**src/rtl/kmeans_apb_pkg.sv**
```systemverilog
// Shared types and default sizing for the Kmeans APB master.
// Holds the FSM state encoding and the registered command layout.
// Defaults match the Kmeans accelerator's APB slave port.
package kmeans_apb_pkg;

   localparam int KM_ADDR_W      = 9;
   localparam int KM_DATA_W      = 91;
   localparam int KM_APB_TIMEOUT = 255;

   typedef enum logic [1:0] {
      IDLE   = 2'd0,
      SETUP  = 2'd1,
      ACCESS = 2'd2,
      RESP   = 2'd3
   } apb_state_e;

   typedef struct packed {
      logic                 write;
      logic [KM_ADDR_W-1:0] addr;
      logic [KM_DATA_W-1:0] wdata;
   } km_cmd_t;

endpackage

```
**src/rtl/kmeans_irq_latch.sv**
```systemverilog
// Sticky interrupt flag: rising edge of interupt sets it, irq_clr clears it.
// Latency: irq_pending rises one cycle after the rising edge is sampled.
// No backpressure; a simultaneous edge and clear leaves the flag set.
module kmeans_irq_latch
   import kmeans_apb_pkg::*;
(
   input  logic clk,
   input  logic rst,
   input  logic interupt,
   input  logic irq_clr,
   output logic irq_pending
);

   logic int_prev_q, int_prev_d;
   logic pend_q, pend_d;
   logic rise;

   // Edge detect against the previous sample; set takes priority over clear.
   always_comb begin
      int_prev_d = interupt;
      rise       = interupt & ~int_prev_q;
      pend_d     = pend_q;
      if (rise) begin
         pend_d = 1'b1;
      end else if (irq_clr) begin
         pend_d = 1'b0;
      end
   end

   // Edge register and sticky flag, both cleared by reset.
   always_ff @(posedge clk) begin
      if (rst) begin
         int_prev_q <= 1'b0;
         pend_q     <= 1'b0;
      end else begin
         int_prev_q <= int_prev_d;
         pend_q     <= pend_d;
      end
   end

   assign irq_pending = pend_q;

endmodule

```
**src/rtl/kmeans_apb_master.sv**
```systemverilog
// Single-outstanding APB master turning a valid/ready command stream into APB transfers.
// Latency: accept -> SETUP +1, ACCESS +2, RESP +3 minimum; each pready-low cycle adds one.
// Backpressure: cmd_ready only in IDLE; response held in RESP until rsp_ready.
module kmeans_apb_master
   import kmeans_apb_pkg::*;
#(
   parameter int addrWidth      = KM_ADDR_W,
   parameter int dataWidth      = KM_DATA_W,
   parameter int TIMEOUT_CYCLES = KM_APB_TIMEOUT
) (
   input  logic                 clk,
   input  logic                 rst,
   input  logic                 cmd_valid,
   output logic                 cmd_ready,
   input  logic                 cmd_write,
   input  logic [addrWidth-1:0] cmd_addr,
   input  logic [dataWidth-1:0] cmd_wdata,
   output logic                 rsp_valid,
   input  logic                 rsp_ready,
   output logic [dataWidth-1:0] rsp_rdata,
   output logic                 rsp_err,
   output logic                 psel,
   output logic                 penable,
   output logic                 pwrite,
   output logic [addrWidth-1:0] paddr,
   output logic [dataWidth-1:0] pwdata,
   input  logic                 pready,
   input  logic [dataWidth-1:0] prdata,
   input  logic                 interupt,
   output logic                 irq_pending,
   input  logic                 irq_clr
);

   localparam int               CNT_W    = $clog2(TIMEOUT_CYCLES + 1);
   localparam logic [CNT_W-1:0] CNT_MAX  = CNT_W'(TIMEOUT_CYCLES);
   // The wait that brings the count to CNT_MAX is the one that aborts.
   localparam logic [CNT_W-1:0] CNT_LAST = CNT_W'(TIMEOUT_CYCLES - 1);

   apb_state_e           state_q, state_d;
   km_cmd_t              cmd_q, cmd_d;
   logic [CNT_W-1:0]     cnt_q, cnt_d;
   logic [dataWidth-1:0] rdata_q, rdata_d;
   logic                 err_q, err_d;

   // Next-state, command capture, timeout counting and APB/response outputs.
   always_comb begin
      state_d   = state_q;
      cmd_d     = cmd_q;
      cnt_d     = cnt_q;
      rdata_d   = rdata_q;
      err_d     = err_q;
      cmd_ready = 1'b0;
      rsp_valid = 1'b0;
      rsp_rdata = '0;
      rsp_err   = 1'b0;
      psel      = 1'b0;
      penable   = 1'b0;
      pwrite    = 1'b0;
      paddr     = '0;
      pwdata    = '0;

      case (state_q)
         IDLE: begin
            cmd_ready = 1'b1;
            if (cmd_valid) begin
               cmd_d   = '{write: cmd_write, addr: cmd_addr, wdata: cmd_wdata};
               cnt_d   = '0;
               state_d = SETUP;
            end
         end
         SETUP: begin
            psel    = 1'b1;
            pwrite  = cmd_q.write;
            paddr   = cmd_q.addr;
            pwdata  = cmd_q.wdata;
            state_d = ACCESS;
         end
         ACCESS: begin
            psel    = 1'b1;
            penable = 1'b1;
            pwrite  = cmd_q.write;
            paddr   = cmd_q.addr;
            pwdata  = cmd_q.wdata;
            if (pready) begin
               rdata_d = cmd_q.write ? '0 : prdata;
               err_d   = 1'b0;
               state_d = RESP;
            end else begin
               if (cnt_q != CNT_MAX) begin
                  cnt_d = cnt_q + CNT_W'(1);
               end
               if (cnt_q >= CNT_LAST) begin
                  rdata_d = '0;
                  err_d   = 1'b1;
                  state_d = RESP;
               end
            end
         end
         RESP: begin
            rsp_valid = 1'b1;
            rsp_rdata = rdata_q;
            rsp_err   = err_q;
            if (rsp_ready) begin
               state_d = IDLE;
            end
         end
         default: begin
            state_d = IDLE;
         end
      endcase
   end

   // State, command, counter and response registers; reset drops any in-flight command.
   always_ff @(posedge clk) begin
      if (rst) begin
         state_q <= IDLE;
         cmd_q   <= '0;
         cnt_q   <= '0;
         rdata_q <= '0;
         err_q   <= 1'b0;
      end else begin
         state_q <= state_d;
         cmd_q   <= cmd_d;
         cnt_q   <= cnt_d;
         rdata_q <= rdata_d;
         err_q   <= err_d;
      end
   end

   kmeans_irq_latch u_irq (
      .clk         (clk),
      .rst         (rst),
      .interupt    (interupt),
      .irq_clr     (irq_clr),
      .irq_pending (irq_pending)
   );

endmodule

```
**config.mk**
```make
export PLATFORM = sky130hd
export DESIGN_NAME = kmeans_apb_master
export DESIGN_NICKNAME = d
export VERILOG_FILES = /design/src/rtl/kmeans_apb_pkg.sv /design/src/rtl/kmeans_irq_latch.sv /design/src/rtl/kmeans_apb_master.sv
export SDC_FILE = /design/constraint.sdc
export NUM_CORES = 1
export LEC_CHECK = 0
export ABC_AREA = 1
export CAP_MARGIN = 20
export CELL_PAD_IN_SITES_DETAIL_PLACEMENT = 0
export CELL_PAD_IN_SITES_GLOBAL_PLACEMENT = 2
export CORE_UTILIZATION = 22
export DETAILED_ROUTE_END_ITERATION = 12
export GPL_TIMING_DRIVEN = 0
export PLACE_DENSITY_LB_ADDON = 0.1
export SETUP_SLACK_MARGIN = 0.5
export SLEW_MARGIN = 20
export SYNTH_ARGS = -nofsm -noshare
export SYNTH_HDL_FRONTEND = slang
export SYNTH_SLANG_ARGS = --single-unit
```
**constraint.sdc**
```tcl
create_clock -name clk -period 2.25 [get_ports clk]
set_clock_uncertainty 0.2 [all_clocks]
set_input_delay 0.225 -clock clk [delete_from_list [all_inputs] [get_ports clk]]
set_output_delay 0.225 -clock clk [all_outputs]
set_load 0.01 [all_outputs]
```
==> impl_metrics.tcl <==
set metrics [dict create \
    cts-root-buf "clkbuf_16" \
    synthToLayoutAreaGrowth_pct 87.9 \
    tightest_slew_ns 0.643 \
    pin_count 397 \
    setup_viol 76 \
    power.total_mw 17.6 \
    synth.cell_area_sq_um 9510 \
    syn_nets 1576 \
    min_path_type "primary input to flip-flop" \
    placementRows 75 \
    first_pass_iters 4 \
    place_worst_setup_slack_ns -0.702 \
    clk_path_buf_depth 3 \
    synth-seq-cells 205 \
    cts-buffers-inserted 27 \
    grt_max_degree 13 \
    postRouteWirelength_um 40000 \
    maxSlewHeadroom_pct 57.1 \
    start_util_pct 22.5 \
    start_kind "flip-flop" \
    clkLatencyLatePin_ns 0.54 \
    ant_nets 0 \
    ir_worst_vdd_v 0.000624 \
    core_sq_um 42300 \
    cp_max_fo 8 \
    hold_buffers 0 \
    place_area_sq_um 14200 \
    syn_inst 1371 \
    vias 10180 \
    final_hold_viol_count 0 \
    yosys_warnings 0 \
    stdcell_area_sq_um 17900 \
    synth_edf_count 0 \
    grt_pass1_wl_um 60100 \
    max-cap-violations 0 \
    ys_types 27 \
    ys_top_cells_by_area "dfxtp_1 43%, nand2_1 12%, nor2_1 9.0%" \
    nets 2075 \
    vias_per_cell 4.12 \
    gr-total-overflow 0 \
    arrival_ns 1.93 \
    grt_pass1_vias 10160 \
    async_reset_ff_share_pct 0 \
    setup_ws_ns -0.104 \
    die_x_um 210 \
    die_height_um 210 \
    drt_iter0_markers 371 \
    grt_setup_unrepaired "yes" \
    synth_top_area_share_pct 43.1 \
    static-leakage-power_nw 9.40 \
    ys_seq_area_share_pct 43.1 \
    required_ns 1.82 \
    violations "setup timing" \
    cts_tree "done" \
    gp_congestion 0.757 \
    slew_viol_final 0 \
    grt_usage_pct 17.7 \
    avgRoutedWirePerCell_um 16.2 \
    drc 0 \
    critPathKind "flip-flop to primary output" \
    yosys.area.top_type "dfxtp_1" \
    timing.final.crit_share_pct 105 \
    path_clk_slew_ns 0.06 \
    power.density_nw_per_um2 986 \
    layoutNonFillerInstCount 2469 \
    drive_above_1_share_pct 42.3 \
    htree_levels 1 \
    portBuffers 395 \
    fmax_ghz 0.425 \
    critPathCaptureType "primary output" \
    hpwl_um 28100 \
    die_area_sq_um 44100 \
    synth_ff_type "dfxtp_1" \
    finalCriticalPeriod_ns 2.35 \
    antenna_found_initial 8 \
    synth.avg_cell_area_sq_um 6.94 \
    outcome "complete, but fails checks" \
    dp_cells 2343 \
    cts.sinks 205 \
]
==> cells by family (layout without fill, tap and decap cells) <==
logic type      count (synthesis)  after routing  synth area share [%]
simple gates                  641            641                  31.1
buf+inv                       312            830                  13.7
compound gates                206            206                  11.2
fa+ha+maj                       6              6                 0.789
flops                         205            205                  43.1
other cells                     0              3                     0
xor+xnor                        1              1                0.0921
==> final cells by class <==
type / count / area (sq um)
Buffer: 95 / 1090
Clock buffer: 46 / 847
Antenna cell: 3 / 7.51
Multi-Input combinational cell: 854 / 5190
Timing Repair Buffer: 470 / 5070
Tap cell: 577 / 722
Clock inverter: 2 / 10.0
Inverter: 217 / 825
Sequential cell: 205 / 4110
Fill cell: 4416 / 24400
==> where the power goes <==
part	leakage [nW]	total (mW)	internal, mW	switching (mW)
clock network	0.423	4.20	2.52	1.68
logic	7.29	8.47	4.36	4.11
registers	1.68	4.96	4.35	0.608
total	9.40	17.6	11.2	6.40
==> flip-flops by register name, indices dropped and copies added (netlist names) <==
register,count
u_irq.int_prev_q,1
state_q,2
rdata_q,91
u_irq.irq_pending,1
cnt_q,8
cmd_q,101
err_q,1
==> synth_stat cells (2+ instances only) <==
cell type and count:
a21oi_1 95, buf_2 24, buf_4 10, buf_6 9, clkbuf_1 51, dfxtp_1 205, ha_1 6, inv_1 215
inv_2 2, nand2_1 307, nand2_2 3, nand3_1 20, nand3_2 80, nor2_1 227, o21ai_0 92, o21ai_1 12
o21bai_1 3
==> worst paths after layout <==
kind	startpoint	depth (start not counted)	endpoint	slack (ns)
hold / removal	prdata[9]	3	rdata_q[9]	0.05
hold reg to reg	u_irq.int_prev_q	1	u_irq.irq_pending	0.22
setup / recovery	state_q[1]	8	pwdata[87]	-0.10
setup reg to reg	state_q[0]	9	rdata_q[70]	0.34
==> layer usage <==
layer  routed length (um)  global-route usage (%)
met1                17000                    21.7
met2                19000                    29.4
met3                 3310                    6.69
met4                  693                    3.65
met5                   69                       0
==> cell usage in the layout, fill, tap and decap left out, types with 5 or more instances in the layout <==
cell | netlist | final
buf_8 | 0 | 24
nand2_2 | 3 | 46
clkbuf_1 | 51 | 31
nand2_4 | 0 | 121
o21ai_1 | 12 | 12
a21oi_1 | 95 | 90
nand3_2 | 80 | 81
inv_2 | 2 | 147
nand2_1 | 307 | 143
nor2_1 | 227 | 226
clkbuf_2 | 0 | 7
clkdlybuf4s50_1 | 0 | 198
nand3_1 | 20 | 18
dfxtp_1 | 205 | 202
clkdlybuf4s15_2 | 0 | 7
buf_4 | 10 | 33
buf_2 | 24 | 39
o21ai_0 | 92 | 92
clkbuf_8 | 0 | 11
a21oi_2 | 0 | 5
buf_6 | 9 | 190
buf_12 | 0 | 10
clkbuf_16 | 0 | 54
inv_1 | 215 | 66
==> repair_timing <==
| action | 4_1_cts | 5_1_grt |
|---|---|---|
| cloned | 18 | 2 |
| gates resized for setup | 1288 | 340 |
| hold endpoints to repair | 0 | 0 |
| pin swaps | 32 | 51 |
| endpoints found under the setup margin | 398 | 389 |
| setup buffers | 42 | 13 |
==> worst max-delay path, stage by stage, from the launching register on <==
cell and delay [ns]:
dfxtp_4 0.38, inv_4 0.04, ha_4 0.27, clkbuf_16 0.17
buf_8 0.15, clkbuf_16 0.16, nand2_2 0.05, inv_2 0.06
buf_6 0.09
==> metrics by stage <==
| step | util [%] | TNS, ns | hold slack [ns] |
|---|---|---|---|
| finish | 42.2 | -4.93 | 0.0460 |
| global route | 42.2 | -12.40 | 0.0375 |
| CTS | 39.3 | -9.99 | 0.0102 |
| detailed placement | 33.6 | -94.07 | 0.217 |
| global placement | 33.6 | -97.80 | 0.210 |
| floorplan | - | 0 | 0.142 |
(Power assumes the default switching activity.)
